==> config.mk <==
export PLATFORM = sky130hd
export DESIGN_NAME = alu_mc
export DESIGN_NICKNAME = d
export VERILOG_FILES = /design/src/rtl/alu_pkg.sv /design/src/rtl/alu_comb.sv /design/src/rtl/alu_mc.sv
export SDC_FILE = /design/constraint.sdc
export NUM_CORES = 1
export LEC_CHECK = 0
export ABC_CLOCK_PERIOD_IN_PS = 3700
export CORE_AREA = 2 2 190 192
export CTS_CLUSTER_SIZE = 14
export DETAILED_ROUTE_END_ITERATION = 16
export DIE_AREA = 0 0 192 194
export GPL_TIMING_DRIVEN = 1
export PLACE_DENSITY = 0.72
export SLEW_MARGIN = 30
export SYNTH_ARGS = -nofsm -noshare
export SYNTH_HDL_FRONTEND = slang
export SYNTH_HIERARCHICAL = 1
export SYNTH_SLANG_ARGS = --single-unit
==> constraint.sdc <==
create_clock -name clk -period 3.7 [get_ports clk]
set_clock_uncertainty 0.05 [all_clocks]
set_input_delay 1.11 -clock clk [delete_from_list [all_inputs] [get_ports clk]]
set_output_delay 1.11 -clock clk [all_outputs]
set_load 0.005 [all_outputs]
==> src/rtl/alu_pkg.sv <==
// Shared opcode and state encodings for the multi-cycle ALU and its datapath.
package alu_pkg;

   // Opcodes: the original 3-bit AND/OR/ADD/SUB/SLT codes widened to 4 bits.
   localparam logic [3:0] OP_AND  = 4'b0000;
   localparam logic [3:0] OP_OR   = 4'b0001;
   localparam logic [3:0] OP_ADD  = 4'b0010;
   localparam logic [3:0] OP_SLTU = 4'b0011;
   localparam logic [3:0] OP_XOR  = 4'b0100;
   localparam logic [3:0] OP_NOR  = 4'b0101;
   localparam logic [3:0] OP_SUB  = 4'b0110;
   localparam logic [3:0] OP_SLT  = 4'b0111;
   localparam logic [3:0] OP_SLL  = 4'b1000;
   localparam logic [3:0] OP_SRL  = 4'b1001;
   localparam logic [3:0] OP_SRA  = 4'b1010;
   localparam logic [3:0] OP_MUL  = 4'b1011;

   // Handshake FSM states.
   typedef enum logic [1:0] {
      ST_IDLE = 2'd0,
      ST_BUSY = 2'd1,
      ST_DONE = 2'd2
   } state_t;

endpackage

==> src/rtl/alu_comb.sv <==
// Single-cycle combinational datapath: every opcode except MUL, plus flags.
module alu_comb
   import alu_pkg::*;
#(
   parameter int DATA_WIDTH = 32,
   parameter int SHAMT_W    = $clog2(DATA_WIDTH)
) (
   input  logic [DATA_WIDTH-1:0] a,
   input  logic [DATA_WIDTH-1:0] b,
   input  logic [3:0]            op,
   output logic [DATA_WIDTH-1:0] result,
   output logic                  overflow,
   output logic                  carry_out,
   output logic                  zero
);

   localparam int MSB = DATA_WIDTH - 1;

   logic signed [DATA_WIDTH-1:0] a_s;
   logic        [DATA_WIDTH:0]   sum;
   logic        [DATA_WIDTH:0]   diff;
   logic        [SHAMT_W-1:0]    shamt;
   logic                         add_ovf;
   logic                         sub_ovf;

   // ADD and SUB share one extra bit so the carry falls out of bit DATA_WIDTH.
   assign a_s     = a;
   assign shamt   = b[SHAMT_W-1:0];
   assign sum     = {1'b0, a} + {1'b0, b};
   assign diff    = {1'b0, a} + {1'b0, ~b} + (DATA_WIDTH+1)'(1);
   assign add_ovf = (a[MSB] == b[MSB]) && (sum[MSB] != a[MSB]);
   assign sub_ovf = (a[MSB] != b[MSB]) && (diff[MSB] != a[MSB]);

   // Opcode decode; flags are only meaningful for ADD/SUB and are zero otherwise.
   always_comb begin
      result    = '0;
      overflow  = 1'b0;
      carry_out = 1'b0;
      case (op)
         OP_AND:  result = a & b;
         OP_OR:   result = a | b;
         OP_XOR:  result = a ^ b;
         OP_NOR:  result = ~(a | b);
         OP_ADD: begin
            result    = sum[MSB:0];
            overflow  = add_ovf;
            carry_out = sum[DATA_WIDTH];
         end
         OP_SUB: begin
            result    = diff[MSB:0];
            overflow  = sub_ovf;
            carry_out = diff[DATA_WIDTH];
         end
         OP_SLT:  result = {{(DATA_WIDTH-1){1'b0}}, diff[MSB] ^ sub_ovf};
         OP_SLTU: result = {{(DATA_WIDTH-1){1'b0}}, ~diff[DATA_WIDTH]};
         OP_SLL:  result = a << shamt;
         OP_SRL:  result = a >> shamt;
         OP_SRA:  result = a_s >>> shamt;
         default: result = '0;
      endcase
   end

   assign zero = (result == '0);

endmodule

==> src/rtl/alu_mc.sv <==
// Registered ALU with valid/ready handshakes and a fixed-latency shift-add multiplier.
module alu_mc
   import alu_pkg::*;
#(
   parameter int DATA_WIDTH = 32,
   parameter int SHAMT_W    = $clog2(DATA_WIDTH)
) (
   input  logic                  clk,
   input  logic                  resetn,
   input  logic                  in_valid,
   output logic                  in_ready,
   input  logic [DATA_WIDTH-1:0] A,
   input  logic [DATA_WIDTH-1:0] B,
   input  logic [3:0]            ALUop,
   output logic                  out_valid,
   input  logic                  out_ready,
   output logic [DATA_WIDTH-1:0] Result,
   output logic                  Overflow,
   output logic                  CarryOut,
   output logic                  Zero
);

   localparam int CNT_W = $clog2(DATA_WIDTH + 1);

   state_t                  state, state_nxt;
   logic [DATA_WIDTH-1:0]   acc, mcand, mplier, acc_nxt;
   logic [CNT_W-1:0]        count;
   logic [DATA_WIDTH-1:0]   c_result;
   logic                    c_ovf, c_carry, c_zero;
   logic                    accept, is_mul, last_step;

   alu_comb #(
      .DATA_WIDTH (DATA_WIDTH),
      .SHAMT_W    (SHAMT_W)
   ) u_comb (
      .a         (A),
      .b         (B),
      .op        (ALUop),
      .result    (c_result),
      .overflow  (c_ovf),
      .carry_out (c_carry),
      .zero      (c_zero)
   );

   assign is_mul    = (ALUop == OP_MUL);
   assign accept    = in_valid && in_ready;
   assign last_step = (state == ST_BUSY) && (count == CNT_W'(1));
   assign acc_nxt   = acc + (mplier[0] ? mcand : '0);

   // FSM state register; reset aborts any operation in flight.
   always_ff @(posedge clk or negedge resetn) begin
      if (!resetn) state <= ST_IDLE;
      else         state <= state_nxt;
   end

   // Next-state and handshake outputs; ready/valid decode purely from state.
   always_comb begin
      state_nxt = state;
      in_ready  = 1'b0;
      out_valid = 1'b0;
      case (state)
         ST_IDLE: begin
            in_ready = 1'b1;
            if (in_valid) state_nxt = is_mul ? ST_BUSY : ST_DONE;
         end
         ST_BUSY: begin
            if (count == CNT_W'(1)) state_nxt = ST_DONE;
         end
         ST_DONE: begin
            out_valid = 1'b1;
            if (out_ready) state_nxt = ST_IDLE;
         end
         default: state_nxt = ST_IDLE;
      endcase
   end

   // Operand capture, one multiply step per BUSY cycle, and the result/flag registers.
   always_ff @(posedge clk or negedge resetn) begin
      if (!resetn) begin
         acc      <= '0;
         mcand    <= '0;
         mplier   <= '0;
         count    <= '0;
         Result   <= '0;
         Overflow <= 1'b0;
         CarryOut <= 1'b0;
         Zero     <= 1'b0;
      end else if (accept) begin
         if (is_mul) begin
            acc    <= '0;
            mcand  <= A;
            mplier <= B;
            count  <= CNT_W'(DATA_WIDTH);
         end else begin
            Result   <= c_result;
            Overflow <= c_ovf;
            CarryOut <= c_carry;
            Zero     <= c_zero;
         end
      end else if (state == ST_BUSY) begin
         acc    <= acc_nxt;
         mcand  <= mcand << 1;
         mplier <= mplier >> 1;
         count  <= count - CNT_W'(1);
         if (last_step) begin
            Result   <= acc_nxt;
            Overflow <= 1'b0;
            CarryOut <= 1'b0;
            Zero     <= (acc_nxt == '0);
         end
      end
   end

endmodule

==> impl_metrics.ini <==
[sta]
hold_violations = 0
max_slew_margin = 0.308
tns_ps = -10020
fin_ws_ps = -1400
finalMaxSlewViolations = 0
fin_crit_ps = 5100
max_freq_mhz = 196
rsz0062_at_grt = true
fin_crit_sh = 1.38
tightest_slew_ps = 1040
setup_viol = 19

[placement]
dp_slack_ps = -2250
io_buffer_count = 108
hpwl_um = 71700
dpl_cell_area_um2 = 25000
gp_congestion = 1.16

[grt]
antenna_found_initial = 0
grt.total_usage = 0.502
grt.met2_usage = 0.745
grt_util_met1 = 0.650
busiest_layer = met2
overflow = 0
grtUsageMet3 = 0.146
grt_pass1_vias = 23916
grt_first_pass_wirelength_um = 142000
grt_max_degree = 96

[status]
failed_checks = negative setup slack
outcome = finished, violations left

[synth]
synth_cells = 2452
synth-simple-area-share = 0.237
syn-num-nets = 2666
synth_cell_types = 112
ys_seq_area_frac = 0.188
yosys_warnings = 6
async_flop_share = 1.00
synthAdderAreaFrac = 0.0978
synth_flop_cell = dfrtp_1
syn_avg_cell_area_um2 = 7.53
synth_top_family_by_area = compound AO/OA/AOI/OAI gates
netlist_area_um2 = 18500
synth_xor_area_frac = 0.0189
synth_seq_cells = 139
synth_edf_count = 0
synth_compound_area_frac = 0.278
yosys-mux-area-fraction = 0.112

[worst_setup_path]
cpPeakStageDelay_ps = 600
cp-start-kind = input pin
cp_data_arrival_time_ps = 5400
critical_path_class = input pin to register
cp_max_fo = 7
cp-end-kind = register
cp.required_ps = 4000
crit_slowest_cell = mux4_2
path_cells = clkdlybuf4s50_1 -> mux4_2 -> a21oi_1 -> o21ai_1 -> nor3_1 -> a21oi_2 -> a211o_1 -> or4_4 -> or4_4 -> nor4_4 -> nand4b_1 -> nor4bb_2 -> nand2_1 -> nand2_1 -> o21ai_2 -> o31ai_2

[route]
vias = 24921
first_pass_iters = 9
drt-total-wl_um = 96300
remaining_drc_errors = 0
drt-initial-drc-count = 3809
antenna_left = 0
wl_per_cell_um = 26.2
drt-vias-per-instance = 6.79

[cells_and_area]
nNetsFinal = 3411
final_common_cell = buf_4
stdcell_area_um2 = 28100
drive_gt1_frac = 0.385
final_cell_mix = 702 x buf_4, 325 x nand2_1, 259 x nor2_1
diodes = 0
area_growth_pct = 52.0

[power_and_ir_drop]
power-per-cell-area_nw_per_um2 = 479
p_leak_nw = 12.7
power_w = 0.0135
ir_drop_mv = 0.722

[clock_network]
cts_buffers = 17
clkLatencyLatePin_ps = 440
clkSinkCount = 139
clockBufferDepth = 2
cts-root-buf = clkbuf_16
cts_max_level = 4
cts_tree = yes
clk_pin_slew_ps = 60
cts_hold_buf = 0

[die]
core-area_um2 = 35200
fp.dieH_um = 194
io_pins = 109
initial_core_util = 0.524
dieWidth_um = 192
die_area_um2 = 37200
num_rows = 69

[hold_path]
hold_path.class = register to register

[job]
max_cap_viol_count = 0
==> cell type report <==
class,count,area (um2)
flip-flops and latches,139,3480
fillers,2406,7160
repair buffers,909,7700
inverters,113,447
multi-input cells,2017,15300
clock buffers,19,433
well taps,461,577
clock inverters,13,121
==> metrics by stage <==
stage / utilization / hold WS (ps) / cells
6_report: 0.797 / 448 / 3671
5_1_grt: 0.797 / 483 / 3671
4_1_cts: 0.778 / 457 / 3648
3_5_place_dp: 0.711 / 442 / 3549
3_3_place_gp: 0.710 / 419 / 3549
2_1_floorplan: - / 406 / 2452
==> cells in the mapped netlist, types with 18 or more instances <==
cell / number / share of area
a211oi_1: 30 / 0.012
a21o_1: 29 / 0.012
a21oi_1: 181 / 0.049
a221oi_1: 19 / 0.0090
a31oi_1: 93 / 0.032
and2_1: 42 / 0.014
buf_1: 22 / 0.0045
buf_2: 26 / 0.0070
clkbuf_1: 119 / 0.024
dfrtp_1: 139 / 0.19
ha_1: 138 / 0.093
inv_1: 111 / 0.023
mux2i_1: 49 / 0.027
mux4_2: 60 / 0.073
nand2_1: 337 / 0.068
nand3_1: 79 / 0.021
nand4_1: 19 / 0.0064
nor2_1: 268 / 0.054
nor2b_1: 18 / 0.0061
nor3_1: 58 / 0.016
o211ai_1: 34 / 0.014
o21ai_0: 125 / 0.034
o22ai_1: 24 / 0.0081
o31ai_1: 20 / 0.0081
xnor2_1: 26 / 0.012
==> power by group <==
| group | internal [W] | switching, W |
|---|---|---|
| Combinational | 0.00394 | 0.00508 |
| Sequential | 0.00225 | 0.000518 |
| Clock | 0.000926 | 0.000741 |
| Total | 0.00711 | 0.00634 |
==> final timing paths <==
path                                 startpoint                   end  slack [ps]  cells after the start
setup / recovery                          A[31]      Zero$_DFFE_PN0P_       -1400                     16
hold / removal              acc[29]$_DFFE_PN0P_   acc[29]$_DFFE_PN0P_         450                      2
setup reg to reg           mcand[0]$_DFFE_PN0P_      Zero$_DFFE_PN0P_        -300                     13
hold reg to reg             acc[29]$_DFFE_PN0P_   acc[29]$_DFFE_PN0P_         450                      2
max in group asynchronous                resetn  mcand[1]$_DFFE_PN0P_        2170                      2
min in group asynchronous                resetn  count[3]$_DFFE_PN0P_         540                      1
==> logic make-up (layout without fill, tap and decap cells) <==
| logic type | Yosys count | after routing |
|---|---|---|
| flops | 139 | 139 |
| buf+inv | 296 | 1054 |
| compound gates | 761 | 761 |
| mux | 129 | 129 |
| simple gates | 946 | 946 |
| xor+xnor | 39 | 39 |
| fa+ha+maj | 142 | 142 |
==> repair_timing <==
item	CTS	global route
endpoints found under the setup margin	32	26
gates resized for setup	432	134
pin swaps	92	69
gates cloned	5	0
setup buffers	63	32
==> critical path, delay by kind of cell <==
family	cells	cell delay [ps]
muxes	1	600
AOI/OAI and AO/OA	6	920
buffers and inverters	1	560
and+or+nand+nor	8	2200
==> registers in the layout, summed over array words and instances (netlist names) <==
register  cells
state         2
Overflow      1
Zero          1
Result       32
mplier       32
mcand        32
acc          32
count         6
CarryOut      1
==> routing by layer <==
metal  vias to the layer above  part of all wire
met5                         -                 0
met4                         0             0.075
met3                       511              0.13
met2                      2077              0.42
met1                     11775              0.37
li1                      10558                 -
No activity file was read; power rests on OpenSTA's default activity.
